--- src/rtl/mem_arbiter.sv ---
// mem_arbiter: shares one single-port RAM between the fetch (read-only) and data ports,
// data has priority except when fetch has been passed over STARVE_MAX times in a row.
module mem_arbiter #(
   parameter int AW         = 12,
   parameter int DW         = 16,
   parameter int RD_LAT     = 1,
   parameter int STARVE_MAX = 4
) (
   input  logic          clk,
   input  logic          rst,
   input  logic          if_req,
   input  logic [AW-1:0] if_addr,
   input  logic          if_flush,
   output logic          if_gnt,
   output logic          if_rvalid,
   output logic [DW-1:0] if_rdata,
   input  logic          d_req,
   input  logic          d_we,
   input  logic [AW-1:0] d_addr,
   input  logic [DW-1:0] d_wdata,
   output logic          d_gnt,
   output logic          d_rvalid,
   output logic [DW-1:0] d_rdata,
   output logic          mem_en,
   output logic          mem_we,
   output logic [AW-1:0] mem_addr,
   output logic [DW-1:0] mem_wdata,
   input  logic [DW-1:0] mem_rdata,
   output logic          busy
);
   localparam int SW = $clog2(STARVE_MAX + 1);
   localparam int LW = 3;
   typedef enum logic [1:0] {IDLE, GRANT, WAIT, RESP} state_t;
   state_t        state_q, state_d;
   logic [SW-1:0] starve_q, starve_d;
   logic [LW-1:0] lat_q, lat_d;
   logic          owner_q, owner_d;
   logic          kill_q, kill_d;
   logic          if_gnt_q, if_gnt_d, d_gnt_q, d_gnt_d;
   logic          if_rvalid_q, if_rvalid_d, d_rvalid_q, d_rvalid_d;
   logic [DW-1:0] if_rdata_q, if_rdata_d, d_rdata_q, d_rdata_d;
   logic          mem_en_q, mem_en_d, mem_we_q, mem_we_d;
   logic [AW-1:0] mem_addr_q, mem_addr_d;
   logic [DW-1:0] mem_wdata_q, mem_wdata_d;
   logic          busy_q, busy_d;
   logic          arb, sel_if, sel_dp, rd_done;
   always_comb begin
      arb         = state_q == IDLE || state_q == RESP;
      sel_if      = arb && if_req && (!d_req || starve_q == SW'(STARVE_MAX));
      sel_dp      = arb && d_req && !sel_if;
      rd_done     = state_q == WAIT && lat_q == '0;
      mem_en_d    = sel_if || sel_dp;
      mem_we_d    = sel_dp && d_we;
      mem_addr_d  = sel_dp ? d_addr : sel_if ? if_addr : mem_addr_q;
      mem_wdata_d = sel_dp ? d_wdata : mem_wdata_q;
      if_gnt_d    = sel_if;
      d_gnt_d     = sel_dp;
      // owner_q: 1 = data port holds the current slot
      owner_d     = mem_en_d ? sel_dp : owner_q;
      state_d     = arb ? (mem_en_d ? GRANT : IDLE)
                  : state_q == GRANT ? (mem_we_q ? IDLE : WAIT)
                  : rd_done ? RESP : WAIT;
      lat_d       = state_q == GRANT ? LW'(RD_LAT - 1) : lat_q - LW'(state_q == WAIT);
      starve_d    = (sel_if || (arb && !if_req)) ? '0
                  : (sel_dp && starve_q != SW'(STARVE_MAX)) ? starve_q + SW'(1) : starve_q;
      // a flush landing on the final WAIT cycle must already suppress the pulse
      kill_d      = state_q == RESP ? 1'b0
                  : kill_q || (if_flush && !owner_q && (state_q == GRANT || state_q == WAIT));
      if_rvalid_d = rd_done && !owner_q && !kill_q && !if_flush;
      d_rvalid_d  = rd_done && owner_q;
      if_rdata_d  = if_rvalid_d ? mem_rdata : if_rdata_q;
      d_rdata_d   = d_rvalid_d ? mem_rdata : d_rdata_q;
      busy_d      = state_d != IDLE;
   end
   always_ff @(posedge clk or negedge rst) begin
      if (!rst) begin
         state_q     <= IDLE;
         starve_q    <= '0;
         lat_q       <= '0;
         owner_q     <= 1'b0;
         kill_q      <= 1'b0;
         if_gnt_q    <= 1'b0;
         d_gnt_q     <= 1'b0;
         if_rvalid_q <= 1'b0;
         d_rvalid_q  <= 1'b0;
         if_rdata_q  <= '0;
         d_rdata_q   <= '0;
         mem_en_q    <= 1'b0;
         mem_we_q    <= 1'b0;
         mem_addr_q  <= '0;
         mem_wdata_q <= '0;
         busy_q      <= 1'b0;
      end else begin
         state_q     <= state_d;
         starve_q    <= starve_d;
         lat_q       <= lat_d;
         owner_q     <= owner_d;
         kill_q      <= kill_d;
         if_gnt_q    <= if_gnt_d;
         d_gnt_q     <= d_gnt_d;
         if_rvalid_q <= if_rvalid_d;
         d_rvalid_q  <= d_rvalid_d;
         if_rdata_q  <= if_rdata_d;
         d_rdata_q   <= d_rdata_d;
         mem_en_q    <= mem_en_d;
         mem_we_q    <= mem_we_d;
         mem_addr_q  <= mem_addr_d;
         mem_wdata_q <= mem_wdata_d;
         busy_q      <= busy_d;
      end
   end
   assign if_gnt    = if_gnt_q;
   assign if_rvalid = if_rvalid_q;
   assign if_rdata  = if_rdata_q;
   assign d_gnt     = d_gnt_q;
   assign d_rvalid  = d_rvalid_q;
   assign d_rdata   = d_rdata_q;
   assign mem_en    = mem_en_q;
   assign mem_we    = mem_we_q;
   assign mem_addr  = mem_addr_q;
   assign mem_wdata = mem_wdata_q;
   assign busy      = busy_q;
endmodule
--- config.mk ---
export PLATFORM = sky130hd
export DESIGN_NAME = mem_arbiter
export DESIGN_NICKNAME = d
export VERILOG_FILES = /design/src/rtl/mem_arbiter.sv
export SDC_FILE = /design/constraint.sdc
export NUM_CORES = 1
export LEC_CHECK = 0
export CORE_ASPECT_RATIO = 0.9
export CORE_MARGIN = 5
export CORE_UTILIZATION = 39
export CTS_CLUSTER_DIAMETER = 200
export CTS_CLUSTER_SIZE = 16
export DETAILED_ROUTE_END_ITERATION = 12
export PLACE_DENSITY = 0.76
export SYNTH_ARGS = -nofsm -noshare
export SYNTH_HDL_FRONTEND = slang
export SYNTH_SLANG_ARGS = --single-unit
--- constraint.sdc ---
create_clock -name clk -period 2.2 [get_ports clk]
set_clock_uncertainty 0.1 [all_clocks]
set_input_delay 0.22 -clock clk [delete_from_list [all_inputs] [get_ports clk]]
set_output_delay 0.22 -clock clk [all_outputs]
set_load 0.005 [all_outputs]
## Word-level counts from Yosys, hierarchy flattened

Index checks and enable logic that the tools add are counted.

- Flip-flop bits (word level): 77
- Input port bits: 62
- Output and inout port bits: 67
- Logic and storage cells: 65

- $add $sub $neg: 2
- Equality and inequality tests: 5
- Multiplexer cells: 11
- Reduce and logical (&&, ||, !) cells: 31

Operators by type and width:

| kind | number |
|---|---|
| two-way mux 12 bit | 2 |
| logical AND 1 bit | 14 |
| two-way mux 3 bit | 3 |
| logical NOT 1 bit | 6 |
| logical OR 1 bit | 6 |
| two-way mux 2 bit | 3 |
| nonzero test 2 bit | 3 |
| == test 2 bit, second input constant | 2 |
| adder 3 x 1 -> 3 bit, second input constant | 1 |
| == test 3 bit, second input constant | 1 |
| logical NOT 3 bit | 1 |
| two-way mux 1 bit | 3 |
| != test 3 bit, second input constant | 1 |
| subtractor 3 x 1 -> 3 bit | 1 |
| == test 2 x 1 -> 1 bit, second input constant | 1 |
| logical NOT 2 bit | 1 |

## Logic depth before layout (Yosys ltp)

- Depth in word-level cells: 10
- Mapped depth: 8

## Worst setup path before layout

OpenSTA, ideal clock, no wires.

- Kind: reg-to-reg
- Start point: reg state_q[0]
- End point: reg if_rdata_q[10], in the netlist if_rdata[10]
- Library setup time: 0.125 ns
- Arrival time: 2.024 ns
- Data required time: 1.975 ns
- Slack: -0.049 ns
- Cell stages (with the launch flop): 8
- Period minus slack after synthesis: 2.249 ns
- Cells stage by stage: dfrtp_1 inv_1 ha_1 or4b_4 or4_4 buf_6 buf_12 mux2_4

- Cells in the longest elaborated chain, start to end: 5

Ends and longest elaborated chain:

| element | RTL line | RTL |
|---|---|---|
| start, declared | 34 | `state_t state_q, state_d;` |
| start signal, assigned | 94 | `state_q <= state_d;` |
| == test 2 bit | 51 | `rd_done = state_q == WAIT && lat_q == '0;` |
| logical AND 1 bit | 51 |  |
| logical AND 1 bit (3 in series) | 69 | `if_rvalid_d = rd_done && !owner_q && !kill_q && !if_flush;` |
| end signal, assigned | 103 | `if_rdata_q <= if_rdata_d;` |
| end, declared | 41 | `logic [DW-1:0] if_rdata_q, if_rdata_d, d_rdata_q, d_rdata_d;` |

No other way between the ends.
A chain may end at the register's enable or synchronous reset.

## Worst setup path in the final report

- Start point: reg state_q[0]
- End point: reg if_rdata_q[9], in the netlist if_rdata[9]

Same word-level chain as after synthesis.

==> run_results.csv <==
group,metric,value,unit
critical_path,crit_fanout,8,
placed_design,pre_cts_slack,-0.0326,ns
global_route,grt_max_degree,40,
timing,fin_tns_setup,0,ns
clock_tree,clock_latency,0.35,ns
clock_tree,cts_tree,"done",
detailed_routing,vias,2328,
floorplanning,die_h,95.4,um
flow_run,maxCapViolations,0,
timing,drv_slew,0,
timing,hold_viol,0,
detailed_routing,drtIter0Drc,62,
floorplanning,die-area,10000,um2
clock_tree,cts.sinks,77,
cells_and_area,final_cell_mix,"clkdlybuf4s50_1, dfrtp_1, mux2_2",
critical_path,reg2reg_to,"if_rdata[9]",
global_route,antenna_found_initial,0,
cells_and_area,stdcell_area,4850,um2
cells_and_area,layout-drive-gt1-share,0.214,
detailed_routing,vias_per_cell,4.88,
timing,slew_headroom,0.548,
synth,syn_area_per_cell,13.4,um2
timing,finalCritPeriodShare,0.997,
global_route,grt_pass1_wl,12600,um
power,pwr_density_cell,1420,nW/um2
clock_tree,ctsRootBufferMaster,"clkbuf_8",
power,finalPower,6900,uW
synth,ys_warn_count,0,
critical_path,criticalPathCategory,"register to register",
cells_and_area,area_delta_synth_final,53.6,%
placed_design,dp_hpwl,5690,um
global_route,grt.total_usage,0.160,
critical_path,worst-r2r-cell-count,5,
power,vdd_drop_max,0.000768,V
synth,syn_inst,235,
critical_path,required,2.35,ns
critical_path,r2r_slack,0.007,ns
detailed_routing,final_antenna_net_count,0,
synth,synth_cell_type_count,28,
timing,rsz0062_at_grt,"yes",
floorplanning,initial_core_util,0.396,
timing,timing.final.crit_period,2.19,ns
critical_path,critPathMaxStageDelay,0.52,ns
placed_design,place_area,4560,um2
outcome,outcome,"completed",
critical_path,crit_path_start_kind,"register",
timing,finalWorstSetupSlack,0.00661,ns
synth,synth_seq_cells,77,
critical_path,arrival,2.34,ns
timing,fmax,456,MHz
timing,fin_hold_ws,0.285,ns
timing,finalSetupViolCount,0,
clock_tree,htreeDepth,3,
critical_path,path_cells,"inv_1, ha_2, or4b_4, or4_4, mux2_4",
synth,mappedNetlistArea,3160,um2
cells_and_area,fin_nets,442,
min_path,hp-class,"primary input to async pin",
clock_tree,numCtsBuffers,9,
cells_and_area,layout_commonest_cell,"clkdlybuf4s50_1",
clock_tree,cts_buffer_depth,2,
clock_tree,path_clk_slew,0.09,ns
cells_and_area,diodes,0,
floorplanning,ios,129,
placed_design,place_congestion,0.830,
critical_path,end_kind,"register",
detailed_routing,dr.pass1.iters,4,
critical_path,r2r_start,"state_q[0]",
detailed_routing,wl,7750,um
detailed_routing,post-route-drc-count,0,
timing,worst_pin_slew,0.678,ns
floorplanning,fp.dieW,105,um
detailed_routing,avgRoutedWirePerCell,16.3,um
placed_design,io_buffer_count,128,
floorplanning,num_rows,31,
global_route,grt_overflow,0,
power,power.leakage,0.00217,uW
floorplanning,core_region_area,7990,um2
synth,synth_nets,304,
critical_path,cp_slowest_cell,"or4_4",
synth,yosysSeqAreaShare,0.610,
global_route,grt_pass1_vias,2512,
[layout make-up]
type / instances / area, um2
fillers: 643 / 3140
flip-flops and latches: 77 / 1930
repair buffers: 137 / 1360
multi-input cells: 123 / 1100
clock inverters: 7 / 128
clock buffers: 9 / 124
well taps: 99 / 124
inverters: 25 / 93.8
[logic make-up (layout without fill, tap and decap cells)]
kind of cell             after synthesis  in the layout  share of synthesized area
flip-flops                            77             77                      0.610
multiplexers                          49             49                      0.185
AO/OA/AOI/OAI                         32             32                     0.0724
AND/OR/NAND/NOR                       32             34                     0.0503
adder cells (fa/ha/maj)                7              7                     0.0277
XOR/XNOR                               1              1                    0.00277
buffers and inverters                 37            178                     0.0523
[stage by stage]
stage | std cells | util
detailed placement | 458 | 0.571
global route | 477 | 0.607
finish | 477 | 0.607
CTS | 477 | 0.607
global placement | 458 | 0.571
floorplan | 235 | -
[synthesized netlist by cell type, drive strengths merged]
cell	n	area [um2]
a31oi	1	6.26
nand4	2	12.5
inv	25	93.8
o31ai	1	7.51
and3	1	6.26
buf	4	41.3
nand2	17	63.8
mux2	48	574
and2	2	12.5
clkbuf	8	30.0
o311ai	1	8.76
mux2i	1	10.0
or4	1	11.3
a21oi	2	10.0
nor2	4	15.0
o211ai	24	180
o22ai	1	6.26
dfrtp	77	1930
or4b	1	13.8
nand3	1	5.00
xnor2	1	8.76
or2	3	18.8
ha	7	87.6
o21ai	2	10.0
[worst max-delay path: cells and delay by family (launching register included)]
| family | cells | cell delay [ns] |
|---|---|---|
| adders and majority gates | 1 | 0.17 |
| buffers and inverters | 1 | 0.07 |
| DFF | 1 | 0.40 |
| muxes | 1 | 0.32 |
| and+or+nand+nor | 2 | 1.02 |
[state kept, by name, summed over array words and instances, names as in the netlist]
signal,count
mem_addr,12
busy,1
d_gnt,1
if_rvalid,1
owner_q,1
d_rdata,16
lat_q,3
if_gnt,1
kill_q,1
mem_en,1
d_rvalid,1
state_q,2
mem_wdata,16
if_rdata,16
mem_we,1
starve_q,3
[layer usage]
layer  global-route usage  part of all wire  vias to the layer above
li1                     -                 -                     1090
met4               0.0532             0.017                        0
met2                0.251              0.48                      100
met1                0.195              0.40                     1125
met5                    0                 0                        -
met3               0.0765              0.10                       13
[worst max path at each step]
stage / start / end / slack (ns) / cells past startpoint
6_report: state_q[0] / if_rdata[9] / 0.007 / 5
5_1_grt: state_q[0] / if_rdata[12] / -0.05 / 5
4_1_cts: state_q[0] / if_rdata[12] / -0.02 / 5
3_5_place_dp: state_q[0] / if_rdata[12] / -0.03 / 5
3_3_place_gp: state_q[0] / if_rdata[12] / 0.02 / 5
2_1_floorplan: state_q[0] / if_rdata[10] / -0.05 / 7
[report_power, final]
group | internal, uW | switching, uW
clock | 773 | 555
sequential | 2110 | 378
combinational | 1930 | 1150
total | 4820 | 2090
[timing repair]
item | 4_1_cts | 5_1_grt
cloned | 2 | 0
hold endpoints to repair | 38 | 0
pin swaps | 2 | 2
buffers inserted | 0 | 0
setup endpoints to repair | 15 | 32
gates resized for setup | 2 | 2
hold buffers | 1 | 0
Note: power is estimated with default switching activity, not from simulation.
